[src/rtl/fifo_write_arbiter.sv]
// Round-robin, credit-based scheduler sharing one FIFO write port between NREQ producers.
// Latency: one cycle from an accepted transfer edge to FIFO_WR/FIFO_DIN.
// Backpressure: ACK is withheld when credits are exhausted, QUEUE_FULL is high or RST is high.
//
// Ports:
//   CLK, RST          clock (rising edge), synchronous active-high reset
//   REQ, DIN_ARR      per-producer valid and data (producer i at bits [i*DW +: DW])
//   ACK               combinational one-hot ready; REQ[i]&ACK[i] at an edge is a transfer
//   FIFO_WR, FIFO_DIN registered write strobe and data towards the FIFO
//   QUEUE_FULL, POP   FIFO full inhibit and one-pulse-per-read credit return
//   OWNER, BUSY       current/last owner index, burst in progress
//   CREDIT_CNT        free FIFO entries as seen by the scheduler
module fifo_write_arbiter #(
    parameter int NREQ      = 4,
    parameter int DW        = 16,
    parameter int CREDITS   = 31,
    parameter int MAX_BURST = 4
) (
    input  logic                         CLK,
    input  logic                         RST,
    input  logic [NREQ-1:0]              REQ,
    input  logic [NREQ*DW-1:0]           DIN_ARR,
    output logic [NREQ-1:0]              ACK,
    output logic                         FIFO_WR,
    output logic [DW-1:0]                FIFO_DIN,
    input  logic                         QUEUE_FULL,
    input  logic                         POP,
    output logic [$clog2(NREQ)-1:0]      OWNER,
    output logic                         BUSY,
    output logic [$clog2(CREDITS+1)-1:0] CREDIT_CNT
);

    localparam int OW = $clog2(NREQ);
    localparam int CW = $clog2(CREDITS + 1);
    localparam int BW = $clog2(MAX_BURST + 1);

    localparam logic [CW-1:0] CRED_MAX  = CW'(CREDITS);
    localparam logic [BW-1:0] BURST_MAX = BW'(MAX_BURST);

    typedef enum logic {IDLE, BURST} state_t;

    state_t          state;
    logic [BW-1:0]   burst_cnt;
    logic            can_issue;
    logic            win_vld;
    logic [OW-1:0]   win_idx;
    logic [OW-1:0]   sel;
    logic [DW-1:0]   din_sel;
    logic            xfer;

    assign can_issue = (CREDIT_CNT != '0) && !QUEUE_FULL && !RST;
    assign BUSY      = (state == BURST);

    // First requester after the current owner, wrapping modulo NREQ; the owner
    // itself is searched last so it only wins again when nobody else asks.
    always_comb begin
        logic [OW-1:0] idx;
        win_vld = 1'b0;
        win_idx = '0;
        idx     = '0;
        for (int k = 1; k <= NREQ; k++) begin
            idx = OW'((int'(OWNER) + k) % NREQ);
            if (!win_vld && REQ[idx]) begin
                win_vld = 1'b1;
                win_idx = idx;
            end
        end
    end

    // Only IDLE arbitrates; BURST serves the owner alone, so changing owner
    // always costs one bubble cycle. The burst limit check keeps the last
    // BURST cycle idle, which is what gives that bubble after a full burst.
    always_comb begin
        ACK = '0;
        sel = OWNER;
        if (state == IDLE) begin
            sel = win_idx;
            if (can_issue && win_vld)
                ACK[win_idx] = 1'b1;
        end else begin
            if (REQ[OWNER] && can_issue && (burst_cnt < BURST_MAX))
                ACK[OWNER] = 1'b1;
        end
    end

    assign xfer = |(REQ & ACK);

    always_comb begin
        din_sel = '0;
        for (int i = 0; i < NREQ; i++) begin
            if (sel == OW'(i))
                din_sel = DIN_ARR[i*DW +: DW];
        end
    end

    always_ff @(posedge CLK) begin
        if (RST) begin
            state      <= IDLE;
            burst_cnt  <= '0;
            OWNER      <= OW'(NREQ - 1);
            CREDIT_CNT <= CRED_MAX;
            FIFO_WR    <= 1'b0;
            FIFO_DIN   <= '0;
        end else begin
            FIFO_WR <= xfer;
            if (xfer)
                FIFO_DIN <= din_sel;

            // A pop against a full credit pool is a consumer bug; saturate.
            case ({xfer, POP})
                2'b10:   CREDIT_CNT <= CREDIT_CNT - 1'b1;
                2'b01:   if (CREDIT_CNT != CRED_MAX) CREDIT_CNT <= CREDIT_CNT + 1'b1;
                default: CREDIT_CNT <= CREDIT_CNT;
            endcase

            case (state)
                IDLE: begin
                    if (xfer) begin
                        OWNER     <= win_idx;
                        burst_cnt <= BW'(1);
                        state     <= BURST;
                    end
                end
                BURST: begin
                    // Any cycle without a transfer (owner dropped REQ, limit
                    // reached, or issue blocked) ends the burst.
                    if (xfer)
                        burst_cnt <= burst_cnt + 1'b1;
                    else
                        state <= IDLE;
                end
                default: state <= IDLE;
            endcase
        end
    end

    a_pop_overflow: assert property (@(posedge CLK) disable iff (RST)
        !(POP && (CREDIT_CNT == CRED_MAX)));

endmodule
[config.mk]
export PLATFORM = sky130hd
export DESIGN_NAME = fifo_write_arbiter
export DESIGN_NICKNAME = d
export VERILOG_FILES = /design/src/rtl/fifo_write_arbiter.sv
export SDC_FILE = /design/constraint.sdc
export NUM_CORES = 1
export LEC_CHECK = 0
export BUFFER_PORTS_ARGS = -buffer_cell sky130_fd_sc_hd__clkbuf_2
export CAP_MARGIN = 20
export CORE_MARGIN = 8
export CORE_UTILIZATION = 46
export CTS_CLUSTER_SIZE = 25
export DETAILED_ROUTE_END_ITERATION = 12
export GPL_TIMING_DRIVEN = 0
export MAX_ROUTING_LAYER = met4
export PLACE_DENSITY = 0.91
export REMOVE_ABC_BUFFERS = 1
export SLEW_MARGIN = 20
export SYNTH_ARGS = -nofsm -noshare
export SYNTH_HDL_FRONTEND = slang
export SYNTH_SLANG_ARGS = --single-unit
[constraint.sdc]
create_clock -name CLK -period 5.4 [get_ports CLK]
set_clock_uncertainty 0.1 [all_clocks]
set_input_delay 0.54 -clock CLK [delete_from_list [all_inputs] [get_ports CLK]]
set_output_delay 0.54 -clock CLK [all_outputs]
set_load 0.01 [all_outputs]
Yosys cells after proc, flatten, opt, wreduce, memory -nomap -nowiden

Index checks and enable logic that the tools add are counted.

Output and inout bits: 29
Input bits: 72
Word-level logic and storage cells: 91
Bits in registers: 28

$lt $le $gt $ge: 9
Mux-type cells: 36
Equal/unequal tests: 9
$add $sub $neg: 7
Reductions and logical operators: 22
Bitwise operators: 2

Operator list:

| operator                                            | count |
|---|---|
| 2-to-1 mux 16 bit                                   | 4 |
| < comparator 2 x 3 -> 1 bit, second input constant  | 6 |
| 2-to-1 mux 1 bit                                    | 12 |
| 2-to-1 mux 4 bit                                    | 3 |
| binary-select mux 1 bit (select 2 bit)              | 5 |
| logical AND 1 bit                                   | 10 |
| 2-to-1 mux 2 bit                                    | 5 |
| one-hot mux 5 bit (2 select lines)                  | 1 |
| == test 2 bit, second input constant                | 3 |
| 2-to-1 mux 3 bit                                    | 2 |
| one-hot mux 3 bit (2 select lines)                  | 1 |
| AND reduction 2 bit                                 | 3 |
| adder 5 x 1 -> 5 bit, second input constant         | 1 |
| zero test 1 bit                                     | 5 |
| 2-to-1 mux 5 bit                                    | 1 |
| inequality test 5 bit, second input constant        | 1 |
| nonzero test 5 bit                                  | 1 |
| subtractor 5 x 1 -> 5 bit, second input constant    | 1 |
| adder 2 x 1 -> 2 bit, second input constant         | 2 |
| adder 2 bit, second input constant                  | 2 |
| AND 4 bit                                           | 1 |
| demux 1 bit (select 2 bit)                          | 2 |
| == test 2 x 1 -> 1 bit, second input constant       | 2 |
| >= comparator 2 x 1 -> 1 bit, second input constant | 2 |
| other kinds (8)                                     | 9 |

Depth between registers and ports, before layout

Word-level depth: 24
Mapped depth: 19
Gate-level depth less buffers: 16

Worst setup path before layout

No wires, ideal clock.

Kind: register to register
From: register OWNER[0]
To: register CREDIT_CNT[4]
Setup time: 0.122 ns
Path slack: 1.033 ns
Arrival: 4.145 ns
Clock period less this slack: 4.367 ns
Stages on the path, launching flop included: 20
Data required time: 5.178 ns
Path buffers: 3
Path through: dfxtp_1 buf_4 inv_1 ha_1 mux4_2 nor2b_4 o21ai_1 a221oi_2 o211a_1 or4_1 buf_2 buf_6 inv_1 nand2_1 fa_1 a21o_1 a21oi_1 nor2b_1 mux2i_1 mux2i_1

Cells in the longest elaborated chain, start to end: 24
Elaborated cells between the ends (all ways): 52
Those cells by class: add/sub (4); order compare (4); eq/ne (3); mux (26); bitwise (1); reduce/logical (14)

RTL lines:

| what                                                                  | RTL line | RTL |
|---|---|---|
| from (decl)                                                           | 28       | `output logic [$clog2(NREQ)-1:0] OWNER,` |
| from (signal assigned)                                                | 100      | `OWNER <= OW'(NREQ - 1);` |
| from (signal assigned)                                                | 119      | `OWNER <= win_idx;` |
| adder 2 x 1 -> 2 bit                                                  | 62       | `idx = OW'((int'(OWNER) + k) % NREQ);` |
| binary-select mux 1 bit (select 2 bit)                                | 63       | `if (!win_vld && REQ[idx]) begin` |
| 2-to-1 mux 1 bit (implied by the code)                                | 63       |  |
| 2-to-1 mux 1 bit                                                      | 63       |  |
| zero test 1 bit                                                       | 63       |  |
| logical AND 1 bit                                                     | 63       |  |
| 2-to-1 mux 1 bit                                                      | 63       |  |
| zero test 1 bit                                                       | 63       |  |
| (+8 left out)                                                         | n/a      |  |
| demux 1 bit (select 2 bit)                                            | 79       | `ACK[win_idx] = 1'b1;` |
| 2-to-1 mux 4 bit                                                      | 78       | `if (can_issue && win_vld)` |
| 2-to-1 mux 4 bit *                                                    | 76       | `if (state == IDLE) begin` |
| AND 4 bit *                                                           | 86       | `assign xfer = \|(REQ & ACK);` |
| OR reduction 4 bit *                                                  | 86       |  |
| == test 2 x 1 -> 1 bit or == test 2 bit (tied branches)               | 110      | `case ({xfer, POP})` |
| inequality test 2 bit (no line) or nonzero test 2 bit (tied branches) | n/a      |  |
| AND reduction 2 bit (no line)                                         | n/a      |  |
| to (signal assigned)                                                  | 111      | `2'b10: CREDIT_CNT <= CREDIT_CNT - 1'b1;` |
| to (signal assigned)                                                  | 112      | `2'b01: if (CREDIT_CNT != CRED_MAX) CREDIT_CNT <= CREDIT_CNT + 1'b1;` |
| to (decl)                                                             | 30       | `output logic [$clog2(CREDITS+1)-1:0] CREDIT_CNT` |

Mark *: on every way between the ends. The rest lies on a longest branch, timed or not. The select of a mux whose other input is x is not followed.
A chain may end at the register's enable or synchronous reset.

Worst setup path in the final report

Ends and elaborated chain as after synthesis.

==> flow_summary.ini <==
[run_status]
status = complete, no violations

[critical_path]
critical_path.cell_chain = inv_1 -> ha_1 -> mux4_2 -> nor3_1 -> a21oi_1 -> a21boi_0 -> o311a_1 -> or4_4 -> inv_1 -> nand2_1 -> fa_1 -> a21o_1 -> a21oi_1 -> nor2_1 -> mux2i_1 -> mux2i_1
path_max_fanout = 41
critical_path_arrival_ps = 5060
critPathTopFamily = simple AND/OR/NAND/NOR gates
crit_type = flop to flop
max_stage_delay_ps = 640
crit_buf_inv = 2
end_kind = flop
crit_required_ps = 5520
crit_slowest_cell = or4_4
startpoint_type = flop

[power_and_ir_drop]
p_clk_share_pct = 12.3
p_sw_mw = 0.380
combPwrFrac_pct = 55.7
seq_power_share_pct = 32.0
netSwitchingFraction_pct = 39.6
p_int_mw = 0.581
peakVddDrop_mv = 0.228
power.density_nw_per_um2 = 370
p_leak_nw = 1.35
power.total_mw = 0.961

[clock_tree]
cts_tree = done
cts_buffer_depth = 2
ctsHtreeMaxLevel = 1
postCtsSetupRepairBufs = 0
ctsHoldBuffers = 0
cts_sinks = 27
clk_transition_reported_paths_ps = 90
clk-insertion-delay-late_ps = 280
cts_buffers = 3
root_buffer = clkbuf_8

[die]
dieHeight_um = 82.6
io_pins = 101
start_util_pct = 47.2
core-area_sq_um = 4320
die-area_sq_um = 6820
die_w_um = 82.6
num_rows = 24

[placed_design]
gp_congestion = 0.933
numPortBuffers = 100
dpl_worst_slack_ps = -159
placed_area_sq_um = 2550
place_hpwl_mm = 5.08

[grt]
grt_start_max_net_pins = 42
grt_use_total_pct = 19.2
grt_pass1_vias = 2230
overflow = 0
antenna_found_initial = 0
grt_pass1_wl_mm = 9.91

[sta]
fin_setup_tns_ps = 0
whs_ps = 402
worst_slack_ps = 452
slew_headroom_pct = 45.4
post-route-period-util_pct = 91.6
setup_viol = 0
slew_viol_final = 0
post-route-min-period_ps = 4950
worst_pin_slew_ps = 812
grt_setup_unrepaired = no
fmax_mhz = 202
hold_viol_final = 0

[detailed_routing]
drtIter0Drc = 101
post-route-drc-count = 0
wl_per_cell_um = 18.6
via_per_inst = 5.86
wl_mm = 6.29
vias = 1988
ant_nets = 0
first_pass_iters = 4

[layout]
final_cell_area_sq_um = 2600
layout.nets = 369
area_growth_pct = 27.3
antenna_cells = 0
drive_above_1_share_pct = 46.3

[logic_synthesis]
synth_top_area_share_pct = 26.5
ys_warn_count = 0
ys_seq_area_share_pct = 26.5
synthSimpleGateAreaFrac_pct = 14.7
postSynthAreaPerCell_sq_um = 10.5
synth-compound-area-share_pct = 20.5
yosys.area_share.adder_pct = 5.89
synth_top_family_by_area = multiplexers
async_reset_ff_share_pct = 0
synth_xor_xnor_area_share_pct = 1.29
synthesis.area_sq_um = 2040
synth_edf_count = 0
yosysTopAreaCell = dfxtp_1
yosys_register_bits = 27
syn_inst = 195
muxShareOfSynthArea_pct = 26.3
synth_ff_type = dfxtp_1
yosys-top-cells-area = dfxtp_1 27%, mux4_2 22%, a21o_1 7.4%
synth_cell_type_count = 45

[job]
drv_cap = 0

[hold_path]
hold_path_class = flop to flop
metrics by stage:
stage	std cells	utilization, %
after floorplan	183	-
after global placement	335	58.7
after detailed placement	335	58.9
after CTS	339	60.0
after global routing	339	60.0
final	339	60.0
per-layer routing:
layer / GRT usage [%] / part of all wire (%) / vias up
met5: - / 0 / -
met3: 4.22 / 7.1 / 7
met4: 6.03 / 1.2 / 0
li1: - / - / 937
met2: 35.6 / 53 / 102
met1: 19.7 / 38 / 942
worst paths after layout:
| check | start | to | slack (ps) | cells after the start |
|---|---|---|---|---|
| max | OWNER[0] | CREDIT_CNT[4] | 450 | 16 |
| min | burst_cnt[1] | burst_cnt[1] | 400 | 1 |
| max reg2reg | OWNER[0] | CREDIT_CNT[4] | 450 | 16 |
| min reg2reg | burst_cnt[1] | burst_cnt[1] | 400 | 1 |
timing repair:
action | 4_1_cts | 5_1_grt
resized for setup | 1 | 1
gates cloned | 0 | 0
setup endpoints to repair | 1 | 1
placed cells by master (no fill, tap or decap), types with 2 or more instances in the layout:
| master | netlist | final |
|---|---|---|
| mux2i_1 | 6 | 6 |
| a211oi_1 | 3 | 3 |
| o211ai_1 | 2 | 2 |
| ha_1 | 8 | 8 |
| a32oi_1 | 2 | 2 |
| or3_1 | 2 | 2 |
| nor2b_1 | 4 | 4 |
| a21boi_0 | 2 | 2 |
| mux4_2 | 20 | 20 |
| a22oi_1 | 3 | 3 |
| a21o_1 | 20 | 20 |
| nand2_1 | 3 | 3 |
| dfxtp_1 | 27 | 26 |
| clkbuf_2 | 0 | 100 |
| a32o_1 | 2 | 2 |
| nor3b_1 | 16 | 16 |
| a21oi_1 | 6 | 6 |
| inv_1 | 9 | 9 |
| xnor2_1 | 2 | 2 |
| clkbuf_8 | 0 | 3 |
| nor2_1 | 15 | 15 |
| o21ai_0 | 7 | 7 |
| nor3_1 | 3 | 3 |
state kept, by name, indices dropped and copies added, names as in the netlist:
signal      flops
OWNER           2
CREDIT_CNT      5
FIFO_DIN       16
burst_cnt       3
FIFO_WR         1
cell families after synthesis:
family / after synthesis
AND/OR/NAND/NOR: 50
XOR/XNOR: 3
adder cells (fa/ha/maj): 9
flip-flops: 27
AO/OA/AOI/OAI: 57
multiplexers: 28
buffers and inverters: 21
worst register-to-register path: stages (launching register included):
cell	delay [ps]
dfxtp_2	590
inv_1	170
ha_1	440
mux4_2	410
nor3_1	370
a21oi_1	220
a21boi_0	200
o311a_1	180
or4_4	640
inv_1	170
nand2_1	150
fa_1	440
a21o_1	190
a21oi_1	160
nor2_1	60
mux2i_1	180
mux2i_1	200
cell type report:
cell class              instances  area, sq um
repair buffers                100          500
flip-flops and latches         27          542
inverters                       9         33.8
clock buffers                   4         45.0
well taps                      52         65.1
fillers                       368         1730
multi-input cells             147         1410
cell usage after synthesis, types with 2 or more instances:
| library cell | n |
|---|---|
| nand2_1 | 3 |
| nor2_1 | 15 |
| nor3b_1 | 16 |
| a32oi_1 | 2 |
| or3_1 | 2 |
| o21ai_0 | 7 |
| buf_4 | 2 |
| a21boi_0 | 2 |
| o211ai_1 | 2 |
| a32o_1 | 2 |
| xnor2_1 | 2 |
| buf_2 | 5 |
| dfxtp_1 | 27 |
| a211oi_1 | 3 |
| or4_1 | 2 |
| a21oi_1 | 6 |
| nor2b_1 | 4 |
| a22oi_1 | 3 |
| mux4_2 | 20 |
| clkbuf_1 | 4 |
| ha_1 | 8 |
| a21o_1 | 20 |
| mux2i_1 | 6 |
| inv_1 | 9 |
| nor3_1 | 3 |
power by group through the flow:
stage | registers (mW) | logic, mW | clock network (mW)
floorplan | 0.326 | 0.351 | 0
global placement | 0.306 | 0.511 | 0
detailed placement | 0.311 | 0.537 | 0
global route | 0.317 | 0.583 | 0.125
finish | 0.308 | 0.535 | 0.118
CTS | 0.307 | 0.539 | 0.118
No activity file was read; power rests on OpenSTA's default activity.
